===== src/rtl/mmio_access_ctrl_if.sv =====
// ---------------------------------------------------------------------------
// mmio_access_ctrl_if
// CPU load/store bus between the pipeline's memory stage and the access
// controller.
//   req_read / req_write : load / store in the current instruction
//   req_addr / req_wdata : byte address and store data, held while stalled
//   stall                : freezes PC and pipeline
//   rdata / rdata_valid  : registered load result and its writeback strobe
// Modports: master = CPU side, slave = controller side.
// ---------------------------------------------------------------------------
interface mmio_access_ctrl_if;
  logic        req_read;
  logic        req_write;
  logic [31:0] req_addr;
  logic [31:0] req_wdata;
  logic        stall;
  logic [31:0] rdata;
  logic        rdata_valid;

  modport master (
    output req_read, req_write, req_addr, req_wdata,
    input  stall, rdata, rdata_valid
  );

  modport slave (
    input  req_read, req_write, req_addr, req_wdata,
    output stall, rdata, rdata_valid
  );
endinterface


===== src/rtl/mmio_access_ctrl.sv =====
// ---------------------------------------------------------------------------
// mmio_access_ctrl
// Sequences CPU loads/stores onto data memory and the board IO (LED, segment
// display, switches, keys, confirm button). Stalls the CPU for memory read
// latency and for confirm-button handshakes on switch/key reads.
// Ports:
//   clk, rst_n      : clock (rising edge), asynchronous active-low reset
//   bus             : CPU request/response bus (slave modport)
//   mem_rdata       : data memory read data
//   switch_data     : switch levels
//   key_data        : key code
//   conf_btn        : raw confirm button, asynchronous to clk
//   mem_re / mem_we : data memory read / write enables
//   led_we / seg_we : single-cycle IO load strobes
//   wdata           : store data towards memory and IO
//   btn_level       : debounced confirm-button level
// ---------------------------------------------------------------------------
module mmio_access_ctrl #(
  parameter int          MEM_WAIT        = 1,
  parameter int          DEBOUNCE_CYCLES = 20,
  parameter logic [31:0] LED_ADDR        = 32'hFFFF_FC60,
  parameter logic [31:0] SWITCH_ADDR     = 32'hFFFF_FC70,
  parameter logic [31:0] KEY_ADDR        = 32'hFFFF_FC74,
  parameter logic [31:0] SEG_ADDR        = 32'hFFFF_FC80,
  parameter logic [31:0] BTN_ADDR        = 32'hFFFF_FC84
) (
  input  logic                clk,
  input  logic                rst_n,
  mmio_access_ctrl_if.slave   bus,
  input  logic [31:0]         mem_rdata,
  input  logic [15:0]         switch_data,
  input  logic [4:0]          key_data,
  input  logic                conf_btn,
  output logic                mem_re,
  output logic                mem_we,
  output logic                led_we,
  output logic                seg_we,
  output logic [31:0]         wdata,
  output logic                btn_level
);

  localparam int WAIT_W = $clog2(MEM_WAIT + 1);
  localparam int DB_W   = $clog2(DEBOUNCE_CYCLES + 1);

  typedef enum logic [2:0] {
    S_IDLE,
    S_MEM_WAIT,
    S_BTN_PRESS,
    S_BTN_RELEASE,
    S_DONE
  } state_t;

  state_t            state;
  logic [WAIT_W-1:0] wait_cnt;
  logic [DB_W-1:0]   db_cnt;
  logic              sync_ff1;
  logic              sync_ff2;
  logic              btn_prev;
  logic              sel_key;

  logic is_io;
  logic hit_led;
  logic hit_seg;
  logic hit_sw;
  logic hit_key;
  logic hit_btn;
  logic do_read;
  logic do_write;
  logic accept_read;
  logic idle_write;

  // Address decode; a simultaneous read and write is treated as a write only.
  assign is_io       = (bus.req_addr[31:10] == 22'h3FFFFF);
  assign hit_led     = is_io && (bus.req_addr == LED_ADDR);
  assign hit_seg     = is_io && (bus.req_addr == SEG_ADDR);
  assign hit_sw      = is_io && (bus.req_addr == SWITCH_ADDR);
  assign hit_key     = is_io && (bus.req_addr == KEY_ADDR);
  assign hit_btn     = is_io && (bus.req_addr == BTN_ADDR);
  assign do_write    = bus.req_write;
  assign do_read     = bus.req_read && !bus.req_write;
  assign accept_read = (state == S_IDLE) && do_read;
  assign idle_write  = (state == S_IDLE) && do_write;

  // Combinational strobes; qualified by rst_n so every output reads 0 while
  // reset is held, even if the CPU keeps a request asserted.
  assign bus.stall = rst_n && (accept_read || (state == S_MEM_WAIT) ||
                               (state == S_BTN_PRESS) || (state == S_BTN_RELEASE));
  assign mem_re    = rst_n && ((accept_read && !is_io) || (state == S_MEM_WAIT));
  assign mem_we    = rst_n && idle_write && !is_io;
  assign led_we    = rst_n && idle_write && hit_led;
  assign seg_we    = rst_n && idle_write && hit_seg;
  assign wdata     = bus.req_wdata;

  // Button front end: two-flop synchronizer, then a counter that only flips
  // btn_level once the synchronized input has disagreed with it for
  // DEBOUNCE_CYCLES consecutive cycles.
  always_ff @(posedge clk or negedge rst_n) begin
    if (!rst_n) begin
      sync_ff1  <= 1'b0;
      sync_ff2  <= 1'b0;
      btn_level <= 1'b0;
      db_cnt    <= '0;
    end else begin
      sync_ff1 <= conf_btn;
      sync_ff2 <= sync_ff1;
      if (sync_ff2 == btn_level) begin
        db_cnt <= '0;
      end else if (db_cnt == DB_W'(DEBOUNCE_CYCLES - 1)) begin
        btn_level <= ~btn_level;
        db_cnt    <= '0;
      end else begin
        db_cnt <= db_cnt + 1'b1;
      end
    end
  end

  // Access sequencer. btn_prev follows btn_level one cycle late so that only
  // a 0->1 edge seen while waiting in BTN_PRESS confirms a switch/key read;
  // a button already held on entry must be released and pressed again.
  // rdata_valid is raised on every transition into DONE.
  always_ff @(posedge clk or negedge rst_n) begin
    if (!rst_n) begin
      state           <= S_IDLE;
      wait_cnt        <= '0;
      bus.rdata       <= '0;
      bus.rdata_valid <= 1'b0;
      btn_prev        <= 1'b0;
      sel_key         <= 1'b0;
    end else begin
      btn_prev        <= btn_level;
      bus.rdata_valid <= 1'b0;
      case (state)
        S_IDLE: begin
          if (do_read) begin
            if (!is_io) begin
              wait_cnt <= WAIT_W'(1);
              state    <= S_MEM_WAIT;
            end else if (hit_sw || hit_key) begin
              sel_key <= hit_key;
              state   <= S_BTN_PRESS;
            end else begin
              bus.rdata       <= hit_btn ? {31'b0, btn_level} : 32'b0;
              bus.rdata_valid <= 1'b1;
              state           <= S_DONE;
            end
          end
        end
        S_MEM_WAIT: begin
          if (wait_cnt == WAIT_W'(MEM_WAIT)) begin
            bus.rdata       <= mem_rdata;
            bus.rdata_valid <= 1'b1;
            wait_cnt        <= '0;
            state           <= S_DONE;
          end else begin
            wait_cnt <= wait_cnt + 1'b1;
          end
        end
        S_BTN_PRESS: begin
          if (btn_level && !btn_prev) begin
            bus.rdata <= sel_key ? {27'b0, key_data} : {16'b0, switch_data};
            state     <= S_BTN_RELEASE;
          end
        end
        S_BTN_RELEASE: begin
          if (!btn_level) begin
            bus.rdata_valid <= 1'b1;
            state           <= S_DONE;
          end
        end
        S_DONE: begin
          state <= S_IDLE;
        end
        default: begin
          state <= S_IDLE;
        end
      endcase
    end
  end

endmodule


===== src/flat_wrapper.sv =====
// flat-port wrapper written by rule: the top's interface ports become plain ports
module mmio_access_ctrl_flat 
#(
  parameter int          MEM_WAIT        = 1,
  parameter int          DEBOUNCE_CYCLES = 20,
  parameter logic [31:0] LED_ADDR        = 32'hFFFF_FC60,
  parameter logic [31:0] SWITCH_ADDR     = 32'hFFFF_FC70,
  parameter logic [31:0] KEY_ADDR        = 32'hFFFF_FC74,
  parameter logic [31:0] SEG_ADDR        = 32'hFFFF_FC80,
  parameter logic [31:0] BTN_ADDR        = 32'hFFFF_FC84
)
  (clk, rst_n, mem_rdata, switch_data, key_data, conf_btn, mem_re, mem_we, led_we, seg_we, wdata, btn_level, bus_req_read, bus_req_write, bus_req_addr, bus_req_wdata, bus_stall, bus_rdata, bus_rdata_valid);
  mmio_access_ctrl_if bus_i ();
  input  logic clk;
  input  logic rst_n;
  input  logic [31:0] mem_rdata;
  input  logic [15:0] switch_data;
  input  logic [4:0] key_data;
  input  logic conf_btn;
  output logic mem_re;
  output logic mem_we;
  output logic led_we;
  output logic seg_we;
  output logic [31:0] wdata;
  output logic btn_level;
  input wire logic [$bits(bus_i.req_read)-1:0] bus_req_read;
  input wire logic [$bits(bus_i.req_write)-1:0] bus_req_write;
  input wire logic [$bits(bus_i.req_addr)-1:0] bus_req_addr;
  input wire logic [$bits(bus_i.req_wdata)-1:0] bus_req_wdata;
  output wire logic [$bits(bus_i.stall)-1:0] bus_stall;
  output wire logic [$bits(bus_i.rdata)-1:0] bus_rdata;
  output wire logic [$bits(bus_i.rdata_valid)-1:0] bus_rdata_valid;
  assign bus_i.req_read = bus_req_read;
  assign bus_i.req_write = bus_req_write;
  assign bus_i.req_addr = bus_req_addr;
  assign bus_i.req_wdata = bus_req_wdata;
  assign bus_stall = bus_i.stall;
  assign bus_rdata = bus_i.rdata;
  assign bus_rdata_valid = bus_i.rdata_valid;
  mmio_access_ctrl #(.MEM_WAIT(MEM_WAIT), .DEBOUNCE_CYCLES(DEBOUNCE_CYCLES), .LED_ADDR(LED_ADDR), .SWITCH_ADDR(SWITCH_ADDR), .KEY_ADDR(KEY_ADDR), .SEG_ADDR(SEG_ADDR), .BTN_ADDR(BTN_ADDR)) u_core (.clk(clk), .rst_n(rst_n), .bus(bus_i), .mem_rdata(mem_rdata), .switch_data(switch_data), .key_data(key_data), .conf_btn(conf_btn), .mem_re(mem_re), .mem_we(mem_we), .led_we(led_we), .seg_we(seg_we), .wdata(wdata), .btn_level(btn_level));
endmodule

===== config.mk =====
export PLATFORM = sky130hd
export DESIGN_NAME = mmio_access_ctrl_flat
export DESIGN_NICKNAME = d
export VERILOG_FILES = /design/src/rtl/mmio_access_ctrl_if.sv /design/src/rtl/mmio_access_ctrl.sv /design/src/flat_wrapper.sv
export SDC_FILE = /design/constraint.sdc
export NUM_CORES = 1
export LEC_CHECK = 0
export ABC_AREA = 1
export ABC_CLOCK_PERIOD_IN_PS = 2100
export CAP_MARGIN = 20
export CELL_PAD_IN_SITES_DETAIL_PLACEMENT = 2
export CELL_PAD_IN_SITES_GLOBAL_PLACEMENT = 2
export CORE_UTILIZATION = 18
export DETAILED_ROUTE_END_ITERATION = 12
export PLACE_DENSITY = 0.86
export SLEW_MARGIN = 20
export SYNTH_ARGS = -nofsm -noshare
export SYNTH_HDL_FRONTEND = slang
export SYNTH_SLANG_ARGS = --single-unit

===== constraint.sdc =====
create_clock -name clk -period 2.1 [get_ports clk]
set_clock_uncertainty 0.2 [all_clocks]
set_input_delay 0.315 -clock clk [delete_from_list [all_inputs] [get_ports clk]]
set_output_delay 0.315 -clock clk [all_outputs]
set_load 0.01 [all_outputs]

=== Word level (Yosys, flattened, before mapping) ===
Index checks and enable logic that the tools add are counted.

* Register bits: 47
* Input port bits: 122
* Output and inout port bits: 71

* $add $sub $neg: 2
* Eq/ne operators: 18
* Mux-type cells: 27
* Bitwise operators: 2
* Reduce and logical (&&, ||, !) cells: 32

{| class="wikitable"
|+ Operators with widths
! kind !! count
|-
| 32-bit equality test (second input constant) || 5
|-
| 32-bit 2-to-1 mux || 5
|-
| 32-bit case mux with 3 select lines || 1
|-
| 22-bit equality test (second input constant) || 1
|-
| 3-bit 2-to-1 mux || 6
|-
| 1-bit logical AND || 16
|-
| 16-bit 2-to-1 mux || 1
|-
| 3-bit case mux with 4 select lines || 1
|-
| 5-bit 2-to-1 mux || 2
|-
| 1-bit 2-to-1 mux || 9
|-
| 2-bit != test (second input constant) || 4
|-
| 4-bit AND reduction || 2
|-
| 3-bit by 2-bit equality test with 1-bit output (second input constant) || 2
|-
| 2-bit by 1-bit != test with 1-bit output (second input constant) || 3
|-
| 6-bit AND reduction || 1
|-
| 5-bit by 1-bit adder with 5-bit output (second input constant) || 1
|-
| 5-bit equality test (second input constant) || 1
|-
| 1-bit logical OR || 5
|-
| 3-bit by 1-bit equality test with 1-bit output (second input constant) || 1
|-
| 1-bit logical NOT || 3
|-
| 3-bit logical NOT || 1
|-
| 1-bit case mux with 3 select lines || 1
|-
| 3-bit AND reduction || 1
|-
| 3-bit nonzero test || 1
|-
| other kinds (6) || 7
|}

=== Longest topological paths before layout ===
Gate-level depths: netlist (run 1).

* Depth after elaboration: 7
* Mapped depth: 12

=== Worst setup path before layout (run 1) ===
OpenSTA, ideal clock, no wires.

* Kind: flip-flop to output port
* Start: reg u_core.state[0]
* End: out led_we
* Arrival: 1.321 ns
* Data required time: 1.585 ns
* Setup slack: 0.264 ns
* Cell stages (with the launch flop): 8
* Path buffers: 0
* Cells stage by stage: dfrtp_1 -> nor2_1 -> inv_1 -> nor2_2 -> inv_1 -> nor3_1 -> nand4_1 -> nor2_1

* Word-level cells in the longest chain between the ends: 4

{| class="wikitable"
|+ RTL lines
! what !! line !! RTL
|-
| start: declaration || mmio_access_ctrl.sv:53 || <nowiki>state_t state;</nowiki>
|-
| start signal: assignment || mmio_access_ctrl.sv:123 || <nowiki>state <= S_IDLE;</nowiki>
|-
| start signal: assignment || mmio_access_ctrl.sv:137 || <nowiki>state <= S_MEM_WAIT;</nowiki>
|-
| start signal: assignment || mmio_access_ctrl.sv:140 || <nowiki>state <= S_BTN_PRESS;</nowiki>
|-
| 3-bit logical NOT || mmio_access_ctrl.sv:82 || <nowiki>assign idle_write = (state == S_IDLE) && do_write;</nowiki>
|-
| 1-bit logical AND || mmio_access_ctrl.sv:82 ||
|-
| 1-bit logical AND (2 in a row) || mmio_access_ctrl.sv:90 || <nowiki>assign led_we = rst_n && idle_write && hit_led;</nowiki>
|-
| end: declaration || flat_wrapper.sv:22 || <nowiki>output logic led_we;</nowiki>
|}

No other way between the ends.

=== Worst setup path after layout (run 1) ===
* Start: reg u_core.state[0]
* End: out bus_stall

* Word-level cells in the longest chain between the ends: 6
* Elaborated cells between the ends (all ways): 9
* Those cells by class: eq/ne: 3; reduce/logical: 6

{| class="wikitable"
|+ RTL lines
! what !! line !! RTL
|-
| 3-bit logical NOT || mmio_access_ctrl.sv:81 || <nowiki>assign accept_read = (state == S_IDLE) && do_read;</nowiki>
|-
| 1-bit logical AND || mmio_access_ctrl.sv:81 ||
|-
| 1-bit logical OR (2 in a row) || mmio_access_ctrl.sv:86 || <nowiki>assign bus.stall = rst_n && (accept_read || (state == S_MEM_WAIT) ||</nowiki>
|-
| 1-bit logical OR * || mmio_access_ctrl.sv:87 || <nowiki>(state == S_BTN_PRESS) || (state == S_BTN_RELEASE));</nowiki>
|-
| 1-bit logical AND * || mmio_access_ctrl.sv:86 ||
|-
| end: declaration || flat_wrapper.sv:30 || <nowiki>output wire logic [$bits(bus_i.stall)-1:0] bus_stall;</nowiki>
|}

Mark *: on every way between the ends. The rest lies on a longest branch, timed or not.

==> impl_metrics.py, run 1 <==
metrics = {
    "setup_path": {
        "cp_max_fo": 3,
        "startpoint_type": "flip-flop",
        "critPathKind": "flip-flop to output pin",
        "cp.required_ps": 1580,
        "crit_path_end_kind": "output pin",
        "worst-endpoint-arrival_ps": 1650,
    },
    "yosys": {
        "synth_top_area_cell": "dfrtp_1",
        "synth_nets": 553,
        "syn_avg_cell_area_sq_um": 6.87,
        "yosysTopAreaCellShare_pct": 39.8,
        "ys_ff_latch": 47,
        "yosys_warnings": 0,
        "synth_area_sq_um": 2950,
        "post_synth_main_area_contributors": "dfrtp_1, nand2_1, buf_4",
        "ys_seq_area_share_pct": 39.8,
        "ys_types": 26,
        "syn_inst": 430,
    },
    "sta": {
        "slew_headroom_pct": 57.9,
        "setup_violations": 15,
        "slew_violations": 0,
        "fmax_mhz": 461,
        "min_period_ps": 2170,
        "finalWorstSetupSlack_ps": -69.4,
        "timing.hold.ws_ps": -7.49,
        "tightest_slew_ps": 631,
        "finalCritPeriodShare_pct": 103,
        "grt_setup_unrepaired": "yes",
        "finalHoldViolCount": 22,
    },
    "clock_network": {
        "cts_inserted_buffers": 5,
        "cts_sinks": 47,
        "holdBufCountCts": 0,
        "h-tree-depth": 2,
        "clk_pin_slew_worst_paths_ps": 70,
        "cts.root.buffer_cell": "clkbuf_16",
        "clk-insertion-delay-late_ps": 290,
        "cts_tree": "yes",
        "clock_path_buffers": 2,
    },
    "floorplan": {
        "dieArea_sq_um": 16900,
        "io_pins": 193,
        "rows": 46,
        "dieWidth_um": 130,
        "fp.dieH_um": 130,
        "initial_core_util_pct": 18.5,
        "core_area_sq_um": 15900,
    },
    "grt": {
        "grt_pass1_wl_mm": 18.3,
        "grt_util_all_layers_pct": 14.0,
        "grt_max_degree": 48,
        "overflow": 0,
        "grt_pass1_vias": 3703,
        "antenna_found_initial": 0,
    },
    "routing": {
        "viasPerCell": 4.25,
        "drt_iter0_drc": 94,
        "vias": 3323,
        "wl_per_cell_um": 16.3,
        "route.detailed.drc": 0,
        "ant_nets": 0,
        "drt-total-wl_mm": 12.7,
        "dr.pass1.iters": 4,
    },
    "power_and_ir_drop": {
        "vdd_drop_max_mv": 0.461,
        "power_density_nw_per_um2": 1070,
        "leakage_uw": 0.00240,
    },
    "finish": {
        "largest-register": "u_core.bus.rdata",
        "fill_cells": 1871,
        "layout_common_cells": "clkdlybuf4s50_1, nand2_1, inv_1",
        "final_util_pct": 31.6,
        "drive_gt1_share_pct": 21.0,
        "final_nets": 690,
        "insertedDiodeCount": 0,
        "syn_to_final_growth_pct": 70.6,
        "largest_reg_flops": 32,
        "top_regs": "u_core.bus.rdata: 32 flops, u_core.db_cnt: 5 flops, u_core.state: 3 flops",
        "final_common_cell": "clkdlybuf4s50_1",
    },
    "placed_design": {
        "dp_slack_ps": -521,
        "dp_hpwl_mm": 9.25,
        "gp_congestion": 0.750,
        "port_buffers": 128,
    },
    "worst_hold_path": {
        "hold_class": "input port to async pin",
    },
    "flow_run": {
        "cap_violations": 0,
    },
    "outcome": {
        "violations": "hold timing, setup timing",
        "outcome": "finished, violations left",
    },
}
metrics by stage:
step / setup TNS, ps / power [uW] / hold WS [ps] / area, sq um / cells
5_1_grt: -3390 / 5720 / 63.3 / 5040 / 782
2_1_floorplan: 0 / 2470 / -181 / 2950 / 430
3_3_place_gp: -12910 / 3440 / 140 / 4440 / 759
4_1_cts: -2430 / 4470 / 38.6 / 4610 / 767
3_5_place_dp: -15520 / 3580 / 139 / 4440 / 759
6_report: -281 / 5380 / -7.49 / 5040 / 782
kinds of logic (layout without fill, tap and decap cells):
group | count (synthesis) | after routing | share of synthesized area (%)
xor gates and xnor gates | 3 | 3 | 0.890
adders and majority gates | 1 | 1 | 0.423
AOI/OAI and AO/OA | 33 | 33 | 6.65
DFF | 47 | 47 | 39.8
buffers and inverters | 108 | 244 | 18.5
and+or+nand+nor | 238 | 238 | 33.7
routing by layer:
| metal | routed length (um) | track usage [%] | up-vias |
|---|---|---|---|
| li1 | - | - | 1569 |
| met1 | 5120 | 15.4 | 1626 |
| met2 | 6810 | 27.3 | 110 |
| met3 | 642 | 2.30 | 18 |
| met4 | 146 | 3.90 | 0 |
| met5 | 0 | 0 | - |
path summary, 6_finish.rpt:
path / start / to / slack, ps / depth (start not counted)
worst max-delay path: u_core.state[0] / bus_stall / -70 / 8
worst min-delay path: rst_n / u_core.bus.rdata[7] / -7 / 2
worst max register to register: u_core.state[2] / u_core.bus.rdata[28] / -20 / 13
worst min register to register: u_core.sync_ff1 / u_core.sync_ff2 / 150 / 0
max in group asynchronous: rst_n / u_core.bus.rdata[24] / 1290 / 2
min in group clk: u_core.sync_ff1 / u_core.sync_ff2 / 150 / 0
Yosys cell counts:
cell      instances
a21oi_1           4
a31oi_1           1
buf_2             8
buf_4            35
clkbuf_1          4
dfrtp_1          47
ha_1              1
inv_1            55
inv_2             6
nand2_1         127
nand2_2           2
nand3_1          42
nand4_1           4
nor2_1           53
nor2_2            1
nor2_4            1
nor3_1            4
nor3_4            1
nor4_1            2
o21a_1            1
o21ai_0          15
o21ai_1           1
o31ai_1          11
or2_1             1
xnor2_1           2
xor2_1            1
cell type report:
class	count	area (sq um)	area share, %
Inverter	61	231	4.59
Clock buffer	6	129	2.56
Timing Repair Buffer	177	1790	35.5
Tap cell	216	270	5.36
Sequential cell	47	1180	23.3
Multi-Input combinational cell	275	1440	28.6
critical path, cell delays in order, from the launching register on:
cell and delay, ps:
dfrtp_1 400, nor2_2 170, inv_2 70, nor2_4 130, buf_6 120, buf_6 110
nand2_4 50, a31oi_4 180, buf_6 130
timing repair:
| action | in CTS | in global routing |
|---|---|---|
| buffers inserted | 2 | 11 |
| resized for setup | 39 | 70 |
| endpoints found under the setup margin | 37 | 40 |
| pin swaps | 8 | 21 |
| cloned | 0 | 5 |
power breakdown:
group / internal (uW) / switching (uW) / leakage (uW)
sequential: 1110 / 135 / 0.000626
clock: 429 / 326 / 0.0000628
combinational: 1640 / 1740 / 0.00171
Note: power is estimated with default switching activity, not from simulation.
==> run 2: changes to the inputs <==
Settings changed: ABC_CLOCK_PERIOD_IN_PS 2100 to 2590, CORE_UTILIZATION 18 to 19, PLACE_DENSITY 0.86 to 0.9.
Clock period 2.1 ns to 2.59 ns, I/O delays scaled along.
==> impl_metrics.py, run 2 (synthesis gave the netlist of run 1 again) <==
metrics = {
    "setup_path": {
        "critPathKind": "input port to output pin",
        "slowest_delay_ps": 460,
        "startpoint_type": "input port",
        "worst-endpoint-arrival_ps": 1860,
        "slowest_stage": "clkdlybuf4s50_1",
        "cp.required_ps": 2000,
        "cp_max_fo": 2,
        "worst_path_most_repeated_cell": "nand2_1",
        "crit_chain": "clkdlybuf4s50_1 -> nand2_1 -> nor2_1 -> nand2_1 -> nor2_2 -> nand2_1 -> nand3_2 -> a21oi_1 -> dlygate4sd2_1",
        "crit_path_end_kind": "output pin",
    },
    "sta": {
        "finalWorstSetupSlack_ps": 138,
        "slew_violations": 0,
        "timing.hold.ws_ps": 73.7,
        "fmax_mhz": 408,
        "finalCritPeriodShare_pct": 94.7,
        "slew_headroom_pct": 59.3,
        "grt_setup_unrepaired": "no",
        "min_period_ps": 2450,
        "finalHoldViolCount": 0,
        "tightest_slew_ps": 611,
        "setup_violations": 0,
    },
    "finish": {
        "layoutNonFillerInstCount": 728,
        "top_regs": "u_core.bus.rdata: 32 flops, u_core.db_cnt: 5 flops, u_core.state: 3 flops",
        "insertedDiodeCount": 0,
        "largest-register": "u_core.bus.rdata",
        "final_util_pct": 29.5,
        "layout_common_cells": "nand2_1, clkdlybuf4s50_1, inv_1",
        "drive_gt1_share_pct": 8.15,
        "final_common_cell": "nand2_1",
        "syn_to_final_growth_pct": 51.6,
        "largest_reg_flops": 32,
        "final_nets": 662,
    },
    "flow_run": {
        "cap_violations": 0,
    },
    "routing": {
        "drt_iter0_drc": 66,
        "wl_per_cell_um": 14.5,
        "route.detailed.drc": 0,
        "viasPerCell": 4.29,
        "drt-total-wl_mm": 10.6,
        "vias": 3121,
        "ant_nets": 0,
        "dr.pass1.iters": 4,
    },
    "placed_design": {
        "gp_congestion": 0.726,
        "dp_slack_ps": -160,
        "port_buffers": 128,
        "placed_cells": 720,
        "dp_hpwl_mm": 8.74,
    },
    "floorplan": {
        "io_pins": 193,
        "dieWidth_um": 127,
        "rows": 45,
        "fp.dieH_um": 127,
        "initial_core_util_pct": 19.4,
        "core_area_sq_um": 15200,
        "dieArea_sq_um": 16100,
    },
    "power_and_ir_drop": {
        "vdd_drop_max_mv": 0.281,
        "leakage_uw": 0.00219,
        "power_density_nw_per_um2": 767,
        "p_total_uw": 3440,
    },
    "clock_network": {
        "cts_setup_buffers": 0,
        "cts_sinks": 47,
        "h-tree-depth": 2,
        "clk-insertion-delay-late_ps": 280,
        "cts.root.buffer_cell": "clkbuf_16",
        "cts_inserted_buffers": 5,
        "clk_pin_slew_worst_paths_ps": 60,
        "cts_tree": "yes",
        "clock_path_buffers": 2,
    },
    "grt": {
        "antenna_found_initial": 0,
        "grt_pass1_vias": 3564,
        "overflow": 0,
        "grt_util_all_layers_pct": 13.6,
        "grt_max_degree": 48,
        "grt_pass1_wl_mm": 17.4,
    },
    "worst_hold_path": {
        "hold_class": "input port to async pin",
    },
    "outcome": {
        "outcome": "complete, no violations",
    },
}
==> run 2: metal layers <==
layer  track usage, %  share of wire [%]  vias to the layer above
met4             4.41                1.8                        0
met5                0                  0                        -
met2             27.4                 53                      100
met1             14.3                 39                     1484
li1                 -                  -                     1511
met3             1.98                6.0                       26
==> run 2: critical path, delay by kind of cell <==
| family | cells | cell delay, ps |
|---|---|---|
| AND/OR/NAND/NOR | 6 | 610 |
| buffers and inverters | 2 | 760 |
| AO/OA/AOI/OAI | 1 | 90 |
==> run 2: stage by stage <==
step	setup TNS [ps]	instance area, sq um
2_1_floorplan	0	2950
3_3_place_gp	-393	4310
3_5_place_dp	-563	4310
4_1_cts	0	4470
5_1_grt	0	4480
6_report	0	4480
==> run 2: path summary, 6_finish.rpt <==
path | to | from | slack (ps) | cells past startpoint
setup / recovery | mem_re | bus_req_addr[19] | 140 | 9
hold / removal | u_core.bus.rdata[14] | rst_n | 70 | 2
setup reg to reg | u_core.bus.rdata[20] | u_core.state[2] | 430 | 11
hold reg to reg | u_core.sync_ff2 | u_core.sync_ff1 | 160 | 0
max in group asynchronous | u_core.db_cnt[2] | rst_n | 1710 | 2
min in group clk | u_core.sync_ff2 | u_core.sync_ff1 | 160 | 0
==> run 2: area by class of cell <==
cell class / instances / area [sq um]
clock buffer: 8 / 156
fill: 1777 / 10700
inverter: 61 / 229
multi-input combinational: 275 / 1250
sequential: 47 / 1180
tap: 188 / 235
timing repair buffer: 149 / 1430
==> run 2: power by group <==
| part | switching [uW] | leakage [uW] | internal [uW] |
|---|---|---|---|
| combinational | 1060 | 0.00149 | 714 |
| clock | 260 | 0.0000772 | 411 |
| sequential | 96.9 | 0.000626 | 898 |
| total | 1410 | 0.00219 | 2020 |
==> run 2: timing repair <==
action | 4_1_cts | 5_1_grt
hold buffers | 0 | 0
pin swaps | 0 | 1
gates resized for setup | 7 | 3
endpoints found under the setup margin | 5 | 2
